File: src/rtl/systolic_weight_loader.sv
// Buffers one ARRAY_DIM x ARRAY_DIM weight tile, then shifts it into the PE array top row in one gap-free burst.
// Optional build macro WLOAD_REVERSE_EN: shift buffered rows in reverse order (upstream presents rows top-first).
module systolic_weight_loader #(
  parameter int unsigned ARRAY_DIM = 4,
  parameter int unsigned DATA_W    = 8
) (
  input  logic                          clock,
  input  logic                          resetn,
  input  logic                          load_start,
  input  logic                          w_valid,
  output logic                          w_ready,
  input  logic [ARRAY_DIM*DATA_W-1:0]   w_data,
  output logic [ARRAY_DIM*DATA_W-1:0]   win,
  output logic [ARRAY_DIM-1:0]          wwrite,
  output logic                          busy,
  output logic                          done
);

  localparam int unsigned ROW_W = ARRAY_DIM * DATA_W;
  localparam int unsigned CNT_W = (ARRAY_DIM > 1) ? $clog2(ARRAY_DIM) : 1;
  localparam logic [CNT_W-1:0] CNT_LAST = CNT_W'(ARRAY_DIM - 1);

  typedef enum logic [2:0] {
    S_IDLE   = 3'd0,
    S_FILL   = 3'd1,
    S_SHIFT  = 3'd2,
    S_SETTLE = 3'd3,
    S_DONE   = 3'd4
  } state_t;

  state_t           state, state_next;
  logic [CNT_W-1:0] cnt, cnt_next;
  logic [ROW_W-1:0] tile_buf [ARRAY_DIM];
  logic [ROW_W-1:0] shift_row;
  logic             fill_fire;

  logic             w_ready_d, busy_d, done_d;
  logic [ARRAY_DIM-1:0] wwrite_d;
  logic [ROW_W-1:0] win_d;

  function automatic logic [CNT_W-1:0] sel(input logic [CNT_W-1:0] k);
`ifdef WLOAD_REVERSE_EN
    return CNT_LAST - k;
`else
    return k;
`endif
  endfunction

  assign fill_fire = (state == S_FILL) && w_valid && w_ready;

  // State and row counter register
  always_ff @(posedge clock) begin
    if (!resetn) begin
      state <= S_IDLE;
      cnt   <= '0;
    end else begin
      state <= state_next;
      cnt   <= cnt_next;
    end
  end

  // Next-state and counter logic
  always_comb begin
    state_next = state;
    cnt_next   = cnt;
    case (state)
      S_IDLE: begin
        if (load_start) begin
          state_next = S_FILL;
          cnt_next   = '0;
        end
      end
      S_FILL: begin
        if (fill_fire) begin
          if (cnt == CNT_LAST) begin
            state_next = S_SHIFT;
            cnt_next   = '0;
          end else begin
            cnt_next = cnt + CNT_W'(1);
          end
        end
      end
      S_SHIFT: begin
        if (cnt == CNT_LAST) begin
          state_next = S_SETTLE;
          cnt_next   = '0;
        end else begin
          cnt_next = cnt + CNT_W'(1);
        end
      end
      S_SETTLE: state_next = S_DONE;
      S_DONE:   state_next = S_IDLE;
      default:  state_next = S_IDLE;
    endcase
  end

  // Row feeding the next shift beat; forwards the beat being written this edge (reverse build)
  always_comb begin
    shift_row = tile_buf[sel(cnt_next)];
    if (fill_fire && (sel(cnt_next) == cnt)) begin
      shift_row = w_data;
    end
  end

  // Output values for the coming cycle, derived from the next state
  always_comb begin
    w_ready_d = 1'b0;
    wwrite_d  = '0;
    win_d     = '0;
    busy_d    = (state_next != S_IDLE);
    done_d    = (state_next == S_DONE);
    if (state_next == S_FILL) begin
      w_ready_d = 1'b1;
    end
    if (state_next == S_SHIFT) begin
      wwrite_d = '1;
      win_d    = shift_row;
    end
  end

  always_ff @(posedge clock) begin
    if (!resetn) begin
      w_ready <= 1'b0;
      wwrite  <= '0;
      win     <= '0;
      busy    <= 1'b0;
      done    <= 1'b0;
    end else begin
      w_ready <= w_ready_d;
      wwrite  <= wwrite_d;
      win     <= win_d;
      busy    <= busy_d;
      done    <= done_d;
    end
  end

  // Tile buffer needs no reset: every row is rewritten before it is shifted out
  always_ff @(posedge clock) begin
    if (resetn && fill_fire) begin
      tile_buf[cnt] <= w_data;
    end
  end

endmodule

File: config.mk
export PLATFORM = sky130hd
export DESIGN_NAME = systolic_weight_loader
export DESIGN_NICKNAME = d
export VERILOG_FILES = /design/src/rtl/systolic_weight_loader.sv
export SDC_FILE = /design/constraint.sdc
export NUM_CORES = 1
export LEC_CHECK = 0
export BUFFER_PORTS_ARGS = -buffer_cell sky130_fd_sc_hd__buf_2
export CORE_UTILIZATION = 30
export CTS_CLUSTER_DIAMETER = 50
export DETAILED_ROUTE_END_ITERATION = 7
export GPL_TIMING_DRIVEN = 0
export PLACE_DENSITY = 0.58
export SKIP_CTS_REPAIR_TIMING = 1
export SLEW_MARGIN = 20
export SYNTH_ARGS = -nofsm -noshare
export SYNTH_HDL_FRONTEND = slang
export SYNTH_SLANG_ARGS = --single-unit
File: constraint.sdc
create_clock -name clock -period 2.6 [get_ports clock]
set_input_delay 0.13 -clock clock [delete_from_list [all_inputs] [get_ports clock]]
set_output_delay 0.13 -clock clock [all_outputs]
set_load 0.01 [all_outputs]
---- After elaboration in Yosys (flattened, before gate mapping) ----
Memory sizes are Yosys's and may differ from the RTL's. A register that Yosys moved wholly into a read port is not among the register bits.
Index checks and enable logic that the tools add are counted.
storage, ports and cells
  memories ................................ 1
  latch bits .............................. 0
  ROM bits ................................ 0
  input port bits ......................... 36
  register bits ........................... 12
  RAM bits ................................ 128
  output and inout bits ................... 39
  logic and storage cells ................. 35
memories
  memory    depth  bits a word  read ports  clocked after Yosys merged registers in  wr ports  RTL line  text
  tile_buf  4      32           1           1                                        1         33        logic [ROW_W-1:0] tile_buf [ARRAY_DIM];
operators by class
  shift operators ......................... 0
  add/sub/neg operators ................... 1
  eq/ne operators ......................... 7
  multipliers ............................. 0
  reduce and logical (&&, ||, !) cells .... 7
  divide/modulo/power cells ............... 0
  muxes and demuxes ....................... 13
  order comparisons ....................... 0
  bitwise operators ....................... 0
operators by type and width
  operator               count
  $mux W3                4
  $pmux W3 S4            1
  $eq A3 B2 Y1 const B   3
  $eq A3 B1 Y1 const B   2
  $mux W2                3
  $pmux W2 S3            1
  $mux W4                1
  $eq A3 B3 Y1 const B   1
  $logic_and A1 B1 Y1    3
  $logic_not A3 Y1       1
  $mux W1                3
  $reduce_bool A3 Y1     1
  $add A2 B1 Y2 const B  1
  $eq A2 B2 Y1 const B   1
  $reduce_and A2 Y1      1
  $logic_not A1 Y1       1

---- Logic depth before layout (Yosys ltp) ----
Gate-level depths: netlist of run 1.
  depth in word-level cells ............... 8
  mapped depth ............................ 8
  gate-level depth less buffers ........... 6

---- Worst setup path after synthesis of run 1 ----
OpenSTA, ideal clock, no wires.
  path type ............................... reg-to-reg
  start point ............................. reg state[1]
  end point ............................... mem tile_buf[3][0] (netlist name), enable pin
  path slack .............................. 0.529 ns
  library setup time ...................... 0.392 ns
  stages on the path, launching flop included .. 5
  data arrival time ....................... 1.679 ns
  period minus slack after synthesis ...... 2.071 ns
  path through ............................ dfxtp_1 > buf_2 > nand4b_4 > nor2_2 > and3_1
on the way
  cells in the longest elaborated chain, start to end .. 6
ends and longest elaborated chain
  element                            RTL line  text
  from (decl)                        31        state_t state, state_next;
  from (signal assigned)             57        state <= state_next;
  $eq A3 B1 Y1                       49        assign fill_fire = (state == S_FILL) && w_valid && w_ready;
  $logic_and A1 B1 Y1 (2 in series)  49
  $logic_and A1 B1 Y1                139       if (resetn && fill_fire) begin
  $mux W1                            139
  $mux W1 (not written as such)      140       tile_buf[cnt] <= w_data;
  to (decl)                          33
Every way passes these cells.

---- Final worst setup path of run 1 ----
  start point ............................. reg cnt[0]
  end point ............................... reg win[20], read port of tile_buf
on the way
  cells in the longest elaborated chain, start to end .. 7
  elaborated cells on any way between the ends .. 13
  those cells by class .................... add/sub: 1; eq/ne: 2; mux: 8; reduce/logical: 2
ends and longest elaborated chain
  element                      RTL line  text
  from (decl)                  32        logic [CNT_W-1:0] cnt, cnt_next;
  from (signal assigned)       58        cnt <= cnt_next;
  $eq A2 B2 Y1                 75, 84
  $mux W3                      75        if (cnt == CNT_LAST) begin
  $mux W3                      74        if (fill_fire) begin
  $pmux W3 S4                  66        case (state)
  $eq A3 B2 Y1                 115       if (state_next == S_SHIFT) begin
  $reduce_and A2 Y1 (no line)  n/a
  $logic_not A1 Y1 (no line)   n/a
  to (decl)                    13        output logic [ARRAY_DIM*DATA_W-1:0] win,
Parallel ways exist; a longest one is shown, timed or not.
A chain may end at the register's enable or synchronous reset.

==> impl_summary.txt, run 1 <==
----------------------------------------------------
[Outcome]
  Result of the run ... completed

[Logic synthesis]
  Largest area contributor in the synthesized netlist ... sky130_fd_sc_hd__edfxtp_1
  Cells after synthesis ... 325
  Number of enable-type register cells in the synthesized netlist ... 128
  Top_reg_cell synth ... sky130_fd_sc_hd__edfxtp_1
  Net Count, Synth ... 365
  Mean instance size in the synthesized netlist ... 18.3 µm²
  Area of the mapped netlist ... 5960 µm²
  Distinct cell type count after synthesis ... 31
  Post-synth top area share ... 64.5%
  Number of synthesized register bits ... 169
  Yosys warnings ... 0
  Portion of the post-synthesis area used by sequential elements ... 78.3%
  Dominant cells by area after synthesis ... sky130_fd_sc_hd__edfxtp_1 (65%), sky130_fd_sc_hd__dfxtp_1 (14%), sky130_fd_sc_hd__mux2i_1 (11%)
  Fraction of synthesis flops using an asynchronous set or reset pin ... 0%

[Pwr]
  Peak supply drop ... 0.000421 V
  Static leakage ... 2.69 nW
  Ratio of total power to cell area ... 735 nW/µm²

[STA]
  Unrepaired setup endpoints after global routing ... no
  Least-Margin Pin Slew ... 0.679 ns
  Worst relative slew slack ... 54.8%
  Part of the cycle the worst path needs ... 88.0%
  Crit path time final ... 2.29 ns
  Hold slack ... 0.0209 ns
  Total count of hold-check failures in the final report ... 0
  Final Max Slew Viols ... 0
  Final-report setup violation count ... 0
  Setup tns final ... 0 ns
  Minimum setup slack in the final design ... 0.313 ns
  Final clock skew ... 0.00635 ns
  Maximum clock frequency ... 437 MHz

[Routing]
  Via density per instance ... 4.26
  First-iteration detailed-routing DRC count ... 164
  Average wire length per cell after detail routing ... 15.6 µm
  Routed WL ... 11.4 mm
  Total number of vias ... 3,118
  Final routed DRC violation total ... 0
  1st-pass router iterations ... 4
  Remaining antenna violation count ... 0

[Clock tree]
  Clock buffer depth ... 2
  CTS Root Cell ... sky130_fd_sc_hd__clkbuf_16
  Clock Sink Count ... 169
  Number of clock buffers inserted by TritonCTS ... 17
  Number of H-tree levels ... 4
  Clock transition at the register clock pins on the worst setup and hold paths after CTS ... 0.06 ns
  Clock latency at the later pin of the worst-skew pair ... 0.42 ns
  CTS tree ... yes

[Critical path]
  Data arrival time of the critical path ... 2.55 ns
  Critical path start-end classification ... reg2reg
  Cell breakdown of the critical path ... ha_1 > mux2i_1 > nor3_1 > nor3_2 > nand2_1 > clkbuf_1 > o22ai_1
  Max Fanout on Critical Path ... 10
  Sort of element at the end of the critical path ... flop
  Biggest cell delay along the critical path ... 0.55 ns
  Crit start category ... flop
  Slowest stage cell, crit path ... sky130_fd_sc_hd__clkbuf_1
  R2r setup slk ... 0.31 ns
  Worst path required time ... 2.86 ns

[Floorplanning]
  Die area ... 20,400 µm²
  Chip Width ... 143 µm
  Starting utilization of the core area ... 30.6%
  Number of primary I/O pins ... 75
  Number of standard-cell rows in the floorplan ... 51
  Chip height ... 143 µm
  Core outline area ... 19,500 µm²

[Cells and area]
  Antenna Cells ... 0
  Share of post-route cells with drive strength above 1 ... 28.3%
  Commonest non-fill, non-tap cell in the layout ... sky130_fd_sc_hd__edfxtp_1
  Post-layout util ... 39.5%
  Final nets ... 494
  Fin cells ... 732
  Area growth from synthesis to layout ... 28.9%
  Leading cell types in the layout, fill and taps excluded ... sky130_fd_sc_hd__edfxtp_1 (128), sky130_fd_sc_hd__buf_2 (79), sky130_fd_sc_hd__mux2i_1 (65)

[Global routing]
  Final global-route overflow total ... 0
  Met2 capacity usage during global routing ... 20.3%
  Met1 track utilization from global routing ... 13.7%
  Global-route wire length before repair ... 17.1 mm
  Number of global-route vias before repair ... 3,099
  Gr usage total ... 11.9%
  Most congested layer reported by global routing ... met2
  Met3 GRT Util ... 4.80%
  Maximum number of pins on one net before global-route repair ... 22
  Initial antenna violation count ... 0

[Place]
  Instance count after placement with tap cells included ... 668
  Routability congestion estimate from global placement ... 0.708
  PortBufs ... 74
  Post-placement worst setup slack ... 0.334 ns
  Final HPWL from detailed placement ... 7.28 mm

[Min path]
  Classification of the worst-slack hold path ... in2reg

[Job]
  Reported max-cap violation count ... 0

----------------------------------------------------
-- per-layer routing --
layer	wire length, µm	vias up
met5	0	-
met4	129	0
met3	509	14
met2	5710	71
met1	5040	1509
li1	-	1524
-- final cells by class --
type	count	area, µm²
Timing Repair Buffer	110	771
Fill cell	1800	11800
Tap cell	265	332
Clock inverter	13	171
Buffer	17	155
Inverter	6	22.5
Sequential cell	169	4660
Multi-Input combinational cell	133	1120
Clock buffer	19	443
-- cell usage after synthesis (2+ instances only) --
| cell | n |
|---|---|
| sky130_fd_sc_hd__inv_1 | 6 |
| sky130_fd_sc_hd__buf_12 | 2 |
| sky130_fd_sc_hd__nor2_1 | 6 |
| sky130_fd_sc_hd__and2_1 | 2 |
| sky130_fd_sc_hd__nand2_1 | 4 |
| sky130_fd_sc_hd__clkbuf_1 | 3 |
| sky130_fd_sc_hd__edfxtp_1 | 128 |
| sky130_fd_sc_hd__mux2i_1 | 65 |
| sky130_fd_sc_hd__and3_1 | 4 |
| sky130_fd_sc_hd__o22ai_1 | 32 |
| sky130_fd_sc_hd__buf_4 | 3 |
| sky130_fd_sc_hd__buf_2 | 5 |
| sky130_fd_sc_hd__buf_8 | 3 |
| sky130_fd_sc_hd__dfxtp_1 | 41 |
| sky130_fd_sc_hd__nand2b_1 | 2 |
| sky130_fd_sc_hd__ha_1 | 4 |
-- through the flow --
step	power, W	instance area (µm²)
2_1_floorplan	0.00304	5960
3_3_place_gp	0.00310	6660
3_5_place_dp	0.00311	6750
4_1_cts	0.00566	7360
5_1_grt	0.00582	7680
6_report	0.00565	7680
-- power breakdown --
part           internal [W]  switching, W
clock network       0.00154       0.00101
registers           0.00291    0.00000598
logic             0.0000945     0.0000799
total               0.00454       0.00110
-- path summary, 6_finish.rpt --
kind,startpoint,cells after the start,to
min,resetn,2,cnt[0]
max,cnt[0],7,win[20]
max reg2reg,cnt[0],7,win[20]
min reg2reg,tile_buf[2][25],2,win[25]
-- registers in the layout, indices dropped and copies added (netlist names) --
signal and count:
tile_buf 128, win 32, state 3, cnt 2, busy 1, done 1
w_ready 1, wwrite 1
-- logic make-up after synthesis --
logic type / synth area share, %
AOI/OAI and AO/OA: 4.75
adders and majority gates: 0.840
buffers and inverters: 2.98
DFF: 78.3
muxes: 10.9
and+or+nand+nor: 2.23
-- worst max-delay path: cells and delay by family, from the launching register on --
family	cells	cell delay (ns)
buffers and inverters	1	0.55
AO/OA/AOI/OAI	1	0.19
multiplexers	1	0.10
adder cells (fa/ha/maj)	1	0.28
AND/OR/NAND/NOR	3	0.60
flip-flops	1	0.40
Power figures use the tool's default switching activity.
==> run 2, diff against run 1 <==
--- a/config.mk
+++ b/config.mk
@@ -6,11 +6,11 @@
 export NUM_CORES = 1
 export LEC_CHECK = 0
 export BUFFER_PORTS_ARGS = -buffer_cell sky130_fd_sc_hd__buf_2
-export CORE_UTILIZATION = 30
+export CORE_UTILIZATION = 50
 export CTS_CLUSTER_DIAMETER = 50
 export DETAILED_ROUTE_END_ITERATION = 7
 export GPL_TIMING_DRIVEN = 0
-export PLACE_DENSITY = 0.58
+export PLACE_DENSITY = 0.81
 export SKIP_CTS_REPAIR_TIMING = 1
 export SLEW_MARGIN = 20
 export SYNTH_ARGS = -nofsm -noshare
==> impl_summary.txt, run 2 (synthesized netlist as in run 1, its figures left out) <==
----------------------------------------------------
[Min path]
  Hold Startpoint ... resetn
  Classification of the worst-slack hold path ... in2reg

[Floorplanning]
  Starting utilization of the core area ... 51.7% (+21 points)
  Chip Width ... 111 µm (-22%)
  Core outline area ... 11,500 µm² (-41%)
  Chip height ... 111 µm (-22%)
  Number of primary I/O pins ... 75 (unchanged)
  Number of standard-cell rows in the floorplan ... 39 (-24%)
  Die area ... 12,400 µm² (-40%)

[Routing]
  Via density per instance ... 5.23 (+23%)
  Final routed DRC violation total ... 16 (+16)
  First-iteration detailed-routing DRC count ... 231 (+41%)
  Remaining antenna violation count ... 0 (unchanged)
  Total number of vias ... 3,192 (+2.4%)
  1st-pass router iterations ... 7 (+3)
  Average wire length per cell after detail routing ... 17.5 µm (+13%)
  Routed WL ... 10.7 mm (-6.2%)

[Cells and area]
  Register containing the most flip-flops in the final layout ... tile_buf
  Largest register FFs ... 128 (unchanged)
  Antenna Cells ... 0 (unchanged)
  Leading cell types in the layout, fill and taps excluded ... sky130_fd_sc_hd__edfxtp_1 (128), sky130_fd_sc_hd__buf_2 (79), sky130_fd_sc_hd__mux2i_1 (65)
  Commonest non-fill, non-tap cell in the layout ... sky130_fd_sc_hd__edfxtp_1
  Layout filler cell count ... 795 (-56%)
  Final nets ... 494 (unchanged)
  Area growth from synthesis to layout ... 26.2%
  Fin cells ... 610 (-17%)
  Post-route standard cell area excluding fillers ... 7520 µm² (-2.1%)
  Share of post-route cells with drive strength above 1 ... 28.3% (unchanged)
  Registers with the most flip-flops ... tile_buf (128), win (32), state (3)
  Post-layout util ... 65.3% (+26 points)

[STA]
  Unrepaired setup endpoints after global routing ... no
  Final-report setup violation count ... 0 (unchanged)
  Least-Margin Pin Slew ... 0.602 ns (-0.0766 ns)
  Final clock skew ... 0.00575 ns (-0.000595 ns)
  Total count of hold-check failures in the final report ... 0 (unchanged)
  Crit path time final ... 2.25 ns (-0.0411 ns)
  Final Max Slew Viols ... 0 (unchanged)
  Worst relative slew slack ... 59.9% (+5.1 points)
  Maximum clock frequency ... 445 MHz (+1.8%)
  Minimum setup slack in the final design ... 0.354 ns (+0.0411 ns)
  Part of the cycle the worst path needs ... 86.4% (-1.6 points)

[Critical path]
  Max Fanout on Critical Path ... 10 (unchanged)
  CP Launch Point ... cnt[0]
  Critical register-to-register path startpoint ... cnt[0]
  Worst path required time ... 2.85 ns (about the same)
  Sort of element at the end of the critical path ... flop
  Critical path start-end classification ... reg2reg
  Crit start category ... flop
  Data arrival time of the critical path ... 2.50 ns (-0.05 ns)

[Pwr]
  Total internal power ... 0.00445 W (-2.2%)
  Switching power as a share of total power ... 19.8% (+0.31 points)
  Part of the total power dissipated in combinational logic ... 3.1% (about the same)
  Clock share of power ... 44.3% (-1.0 points)
  Static leakage ... 2.70 nW (+0.36%)
  P_sw ... 0.00110 W (-0.21%)
  Sequential share of power ... 52.5% (+0.9 points)
  Ratio of total power to cell area ... 737 nW/µm² (+0.27%)
  Power Total ... 0.00554 W (-1.8%)
  Peak supply drop ... 0.000505 V (+20%)

[Clock tree]
  Number of H-tree levels ... 4 (unchanged)
  Clock latency at the later pin of the worst-skew pair ... 0.42 ns (about the same)
  CTS Root Cell ... sky130_fd_sc_hd__clkbuf_16
  Clock transition at the register clock pins on the worst setup and hold paths after CTS ... 0.06 ns (about the same)
  Number of clock buffers inserted by TritonCTS ... 17 (unchanged)
  CTS tree ... yes
  Clock buffer depth ... 2 (unchanged)
  Clock Sink Count ... 169 (unchanged)

[Global routing]
  Initial antenna violation count ... 0 (unchanged)
  Number of global-route vias before repair ... 3,198 (+3.2%)
  Global-route wire length before repair ... 16.4 mm (-4.0%)
  Gr usage total ... 18.3% (+6.4 points)
  Maximum number of pins on one net before global-route repair ... 25 (+14%)
  Final global-route overflow total ... 0 (unchanged)

[Place]
  PortBufs ... 74 (unchanged)
  Post-placement worst setup slack ... 0.401 ns (+0.0669 ns)
  Placed inst area ... 6620 µm² (-1.9%)
  Instance count after placement with tap cells included ... 546 (-18%)
  Final HPWL from detailed placement ... 6.49 mm (-11%)
  Routability congestion estimate from global placement ... 0.687 (-2.9%)

[Outcome]
  Violated checks ... design-rule violations
  Result of the run ... finished, violations left

[Job]
  Reported max-cap violation count ... 0 (unchanged)

----------------------------------------------------
[run 2: worst paths after layout]
check             slack [ns]  cells after the start  endpoint
setup / recovery        0.35                      7   win[26]
hold / removal          0.02                      2    cnt[0]
setup reg to reg        0.35                      7   win[26]
hold reg to reg         0.53                      2   win[14]
[run 2: layout make-up]
cell class / instances / area [µm²] / area share [%]
Clock buffer: 18 / 439 / 5.84
Multi-Input combinational cell: 133 / 1120 / 14.9
Clock inverter: 14 / 148 / 1.96
Inverter: 6 / 22.5 / 0.299
Tap cell: 143 / 179 / 2.38
Buffer: 17 / 155 / 2.06
Timing Repair Buffer: 110 / 793 / 10.5
Sequential cell: 169 / 4660 / 62.0
[run 2: routing by layer]
metal / vias up / wire, µm / track usage (%)
li1: 1513 / - / -
met1: 1566 / 4390 / 20.7
met2: 98 / 5530 / 30.9
met3: 15 / 616 / 7.05
met4: 0 / 155 / 7.93
met5: - / 0 / 0
[run 2: power by group through the flow]
stage	clock, W	sequential [W]	combinational (W)
finish	0.00246	0.00291	0.000175
global route	0.00259	0.00291	0.000190
CTS	0.00248	0.00291	0.000138
detailed placement	0	0.00297	0.000137
global placement	0	0.00297	0.000127
floorplan	0	0.00297	0.0000717
[run 2: worst max-delay path, stage by stage, from the launching register on]
cell and delay [ns]:
sky130_fd_sc_hd__dfxtp_1 0.40, sky130_fd_sc_hd__ha_1 0.29, sky130_fd_sc_hd__mux2i_1 0.10, sky130_fd_sc_hd__nor3_1 0.26
sky130_fd_sc_hd__nor3_2 0.12, sky130_fd_sc_hd__nand2_1 0.20, sky130_fd_sc_hd__clkbuf_1 0.50, sky130_fd_sc_hd__o22ai_1 0.20
[run 2: per-stage QoR]
stage	hold WS [ns]	TNS, ns
2_1_floorplan	0.229	0
3_3_place_gp	0.339	-10.75
3_5_place_dp	0.345	0
4_1_cts	-0.0904	0
5_1_grt	0.0310	0
6_report	0.0185	0
==> run 3, diff against run 2 <==
--- a/config.mk
+++ b/config.mk
@@ -10,8 +10,9 @@
 export CTS_CLUSTER_DIAMETER = 50
 export DETAILED_ROUTE_END_ITERATION = 7
 export GPL_TIMING_DRIVEN = 0
-export PLACE_DENSITY = 0.81
+export PLACE_DENSITY_LB_ADDON = 0.3
 export SKIP_CTS_REPAIR_TIMING = 1
+export SKIP_LAST_GASP = 1
 export SLEW_MARGIN = 20
 export SYNTH_ARGS = -nofsm -noshare
 export SYNTH_HDL_FRONTEND = slang
==> impl_summary.txt, run 3 (synthesized netlist as in run 1, its figures left out) <==
----------------------------------------------------
[Critical path]
  Crit start category ... flop
  Worst path required time ... 2.86 ns (about the same)
  Critical path start-end classification ... reg2reg
  Number of stages on the worst setup path ... 7 (unchanged)
  Top cell family by delay on the critical path ... simple AND/OR/NAND/NOR gates
  Slowest stage cell, crit path ... sky130_fd_sc_hd__clkbuf_1
  Biggest cell delay along the critical path ... 0.48 ns (-0.02 ns)
  Data arrival time of the critical path ... 2.48 ns (-0.02 ns)
  Worst Reg-to-Reg Cells ... 7 (unchanged)
  Max Fanout on Critical Path ... 10 (unchanged)
  Cell breakdown of the critical path ... ha_1 > mux2i_1 > nor3_1 > nor3_2 > nand2_1 > clkbuf_1 > o22ai_1
  Sort of element at the end of the critical path ... flop
  CP Buf/Inv Count ... 1 (unchanged)
  R2r setup slk ... 0.37 ns (+0.02 ns)

[Pwr]
  Peak supply drop ... 0.000479 V (-5.1%)
  Power Total ... 0.00569 W (+2.7%)
  Static leakage ... 2.72 nW (+0.44%)
  Ratio of total power to cell area ... 753 nW/µm² (+2.2%)

[Floorplanning]
  Chip Width ... 111 µm (unchanged)
  Number of standard-cell rows in the floorplan ... 39 (unchanged)
  Die area ... 12,400 µm² (unchanged)
  Starting utilization of the core area ... 51.7% (unchanged)
  Chip height ... 111 µm (unchanged)
  Core outline area ... 11,500 µm² (unchanged)
  Number of primary I/O pins ... 75 (unchanged)

[Place]
  PortBufs ... 74 (unchanged)
  Instance count after placement with tap cells included ... 546 (unchanged)
  Final HPWL from detailed placement ... 6.34 mm (-2.4%)
  Routability congestion estimate from global placement ... 0.784 (+14%)

[Routing]
  Average wire length per cell after detail routing ... 17.5 µm (about the same)
  First-iteration detailed-routing DRC count ... 209 (-9.5%)
  Routed WL ... 10.7 mm (about the same)
  Final routed DRC violation total ... 10 (-6)
  1st-pass router iterations ... 6 (-1)
  Remaining antenna violation count ... 0 (unchanged)
  Total number of vias ... 3,190 (-0.063%)
  Via density per instance ... 5.23 (about the same)

[Clock tree]
  Clock Sink Count ... 169 (unchanged)
  Clock buffer depth ... 2 (unchanged)
  Number of H-tree levels ... 4 (unchanged)
  CTS tree ... yes
  Clock latency at the later pin of the worst-skew pair ... 0.41 ns (about the same)
  CTS Root Cell ... sky130_fd_sc_hd__clkbuf_16
  Number of clock buffers inserted by TritonCTS ... 17 (unchanged)
  Clock transition at the register clock pins on the worst setup and hold paths after CTS ... 0.06 ns (about the same)

[Cells and area]
  Leading cell types in the layout, fill and taps excluded ... sky130_fd_sc_hd__edfxtp_1 (128), sky130_fd_sc_hd__buf_2 (79), sky130_fd_sc_hd__mux2i_1 (65)
  Final nets ... 494 (unchanged)
  Largest register FFs ... 128 (unchanged)
  Layout filler cell count ... 818 (+2.9%)
  Registers with the most flip-flops ... tile_buf (128), win (32), state (3)
  Area growth from synthesis to layout ... 26.9%
  Register containing the most flip-flops in the final layout ... tile_buf
  Fin cells ... 610 (unchanged)
  Commonest non-fill, non-tap cell in the layout ... sky130_fd_sc_hd__edfxtp_1
  Share of post-route cells with drive strength above 1 ... 27.8% (-0.43 points)
  Antenna Cells ... 0 (unchanged)

[STA]
  Part of the cycle the worst path needs ... 85.6% (-0.74 points)
  Unrepaired setup endpoints after global routing ... no
  Final-report setup violation count ... 0 (unchanged)
  Maximum clock frequency ... 449 MHz (+0.86%)
  Crit path time final ... 2.23 ns (-0.0192 ns)
  Least-Margin Pin Slew ... 0.583 ns (-0.0193 ns)
  Final clock skew ... 0.00789 ns (+0.00214 ns)
  Worst relative slew slack ... 61.1% (+1.3 points)
  Final Max Slew Viols ... 0 (unchanged)
  Total count of hold-check failures in the final report ... 0 (unchanged)

[Min path]
  Classification of the worst-slack hold path ... in2reg
  Cells on Worst Hold Path ... 2 (unchanged)

[Global routing]
  Global-route wire length before repair ... 16.0 mm (-2.2%)
  Maximum number of pins on one net before global-route repair ... 27 (+8.0%)
  Gr usage total ... 17.6% (-0.67 points)
  Final global-route overflow total ... 0 (unchanged)
  Initial antenna violation count ... 0 (unchanged)
  Number of global-route vias before repair ... 3,126 (-2.3%)

[Job]
  Reported max-cap violation count ... 0 (unchanged)

[Outcome]
  Result of the run ... finished, violations left
  Violated checks ... design-rule violations

----------------------------------------------------
[run 3: where the power goes]
group / total [W] / internal (W) / switching, W / leakage [nW]
clock network: 0.00260 / 0.00164 / 0.000966 / 0.294
logic: 0.000176 / 0.0000945 / 0.0000811 / 0.940
registers: 0.00291 / 0.00291 / 0.00000592 / 1.48
[run 3: final timing paths]
check	endpoint	start
hold / removal	cnt[1]	resetn
setup reg to reg	win[2]	cnt[0]
hold reg to reg	win[20]	tile_buf[2][20]
setup / recovery	win[2]	cnt[0]
[run 3: area by class of cell]
type	instances	area, µm²	area share [%]
plain buffers	17	155	2.05
clock buffers	21	450	5.96
clock inverters	11	174	2.30
inverters	6	22.5	0.298
multi-input cells	133	1120	14.8
flip-flops and latches	169	4660	61.7
well taps	143	179	2.37
repair buffers	110	793	10.5
[run 3: per-layer routing]
layer	routed length [µm]	vias up	track usage, %
met1	4460	1559	21.0
li1	-	1519	-
met3	549	15	5.30
met5	0	-	0
met4	179	0	7.48
met2	5500	97	29.8
[run 3: per-stage QoR]
stage	setup TNS [ns]	hold slack, ns	setup WS [ns]	instance area [µm²]	utilization (%)
after floorplan	0	0.229	0.529	5960	-
after global placement	-19.76	0.340	-0.183	6510	56.5
after detailed placement	0	0.347	0.379	6620	57.4
after CTS	0	-0.0862	0.374	7240	62.9
after global routing	0	0.0462	0.166	7560	65.6
final	0	0.0366	0.373	7560	65.6
[run 3: worst reg2reg max path: cells and delay by family, from the launching register on]
family | cells | cell delay [ns]
mux | 1 | 0.10
fa+ha+maj | 1 | 0.29
flops | 1 | 0.41
buf+inv | 1 | 0.48
simple gates | 3 | 0.61
compound gates | 1 | 0.17
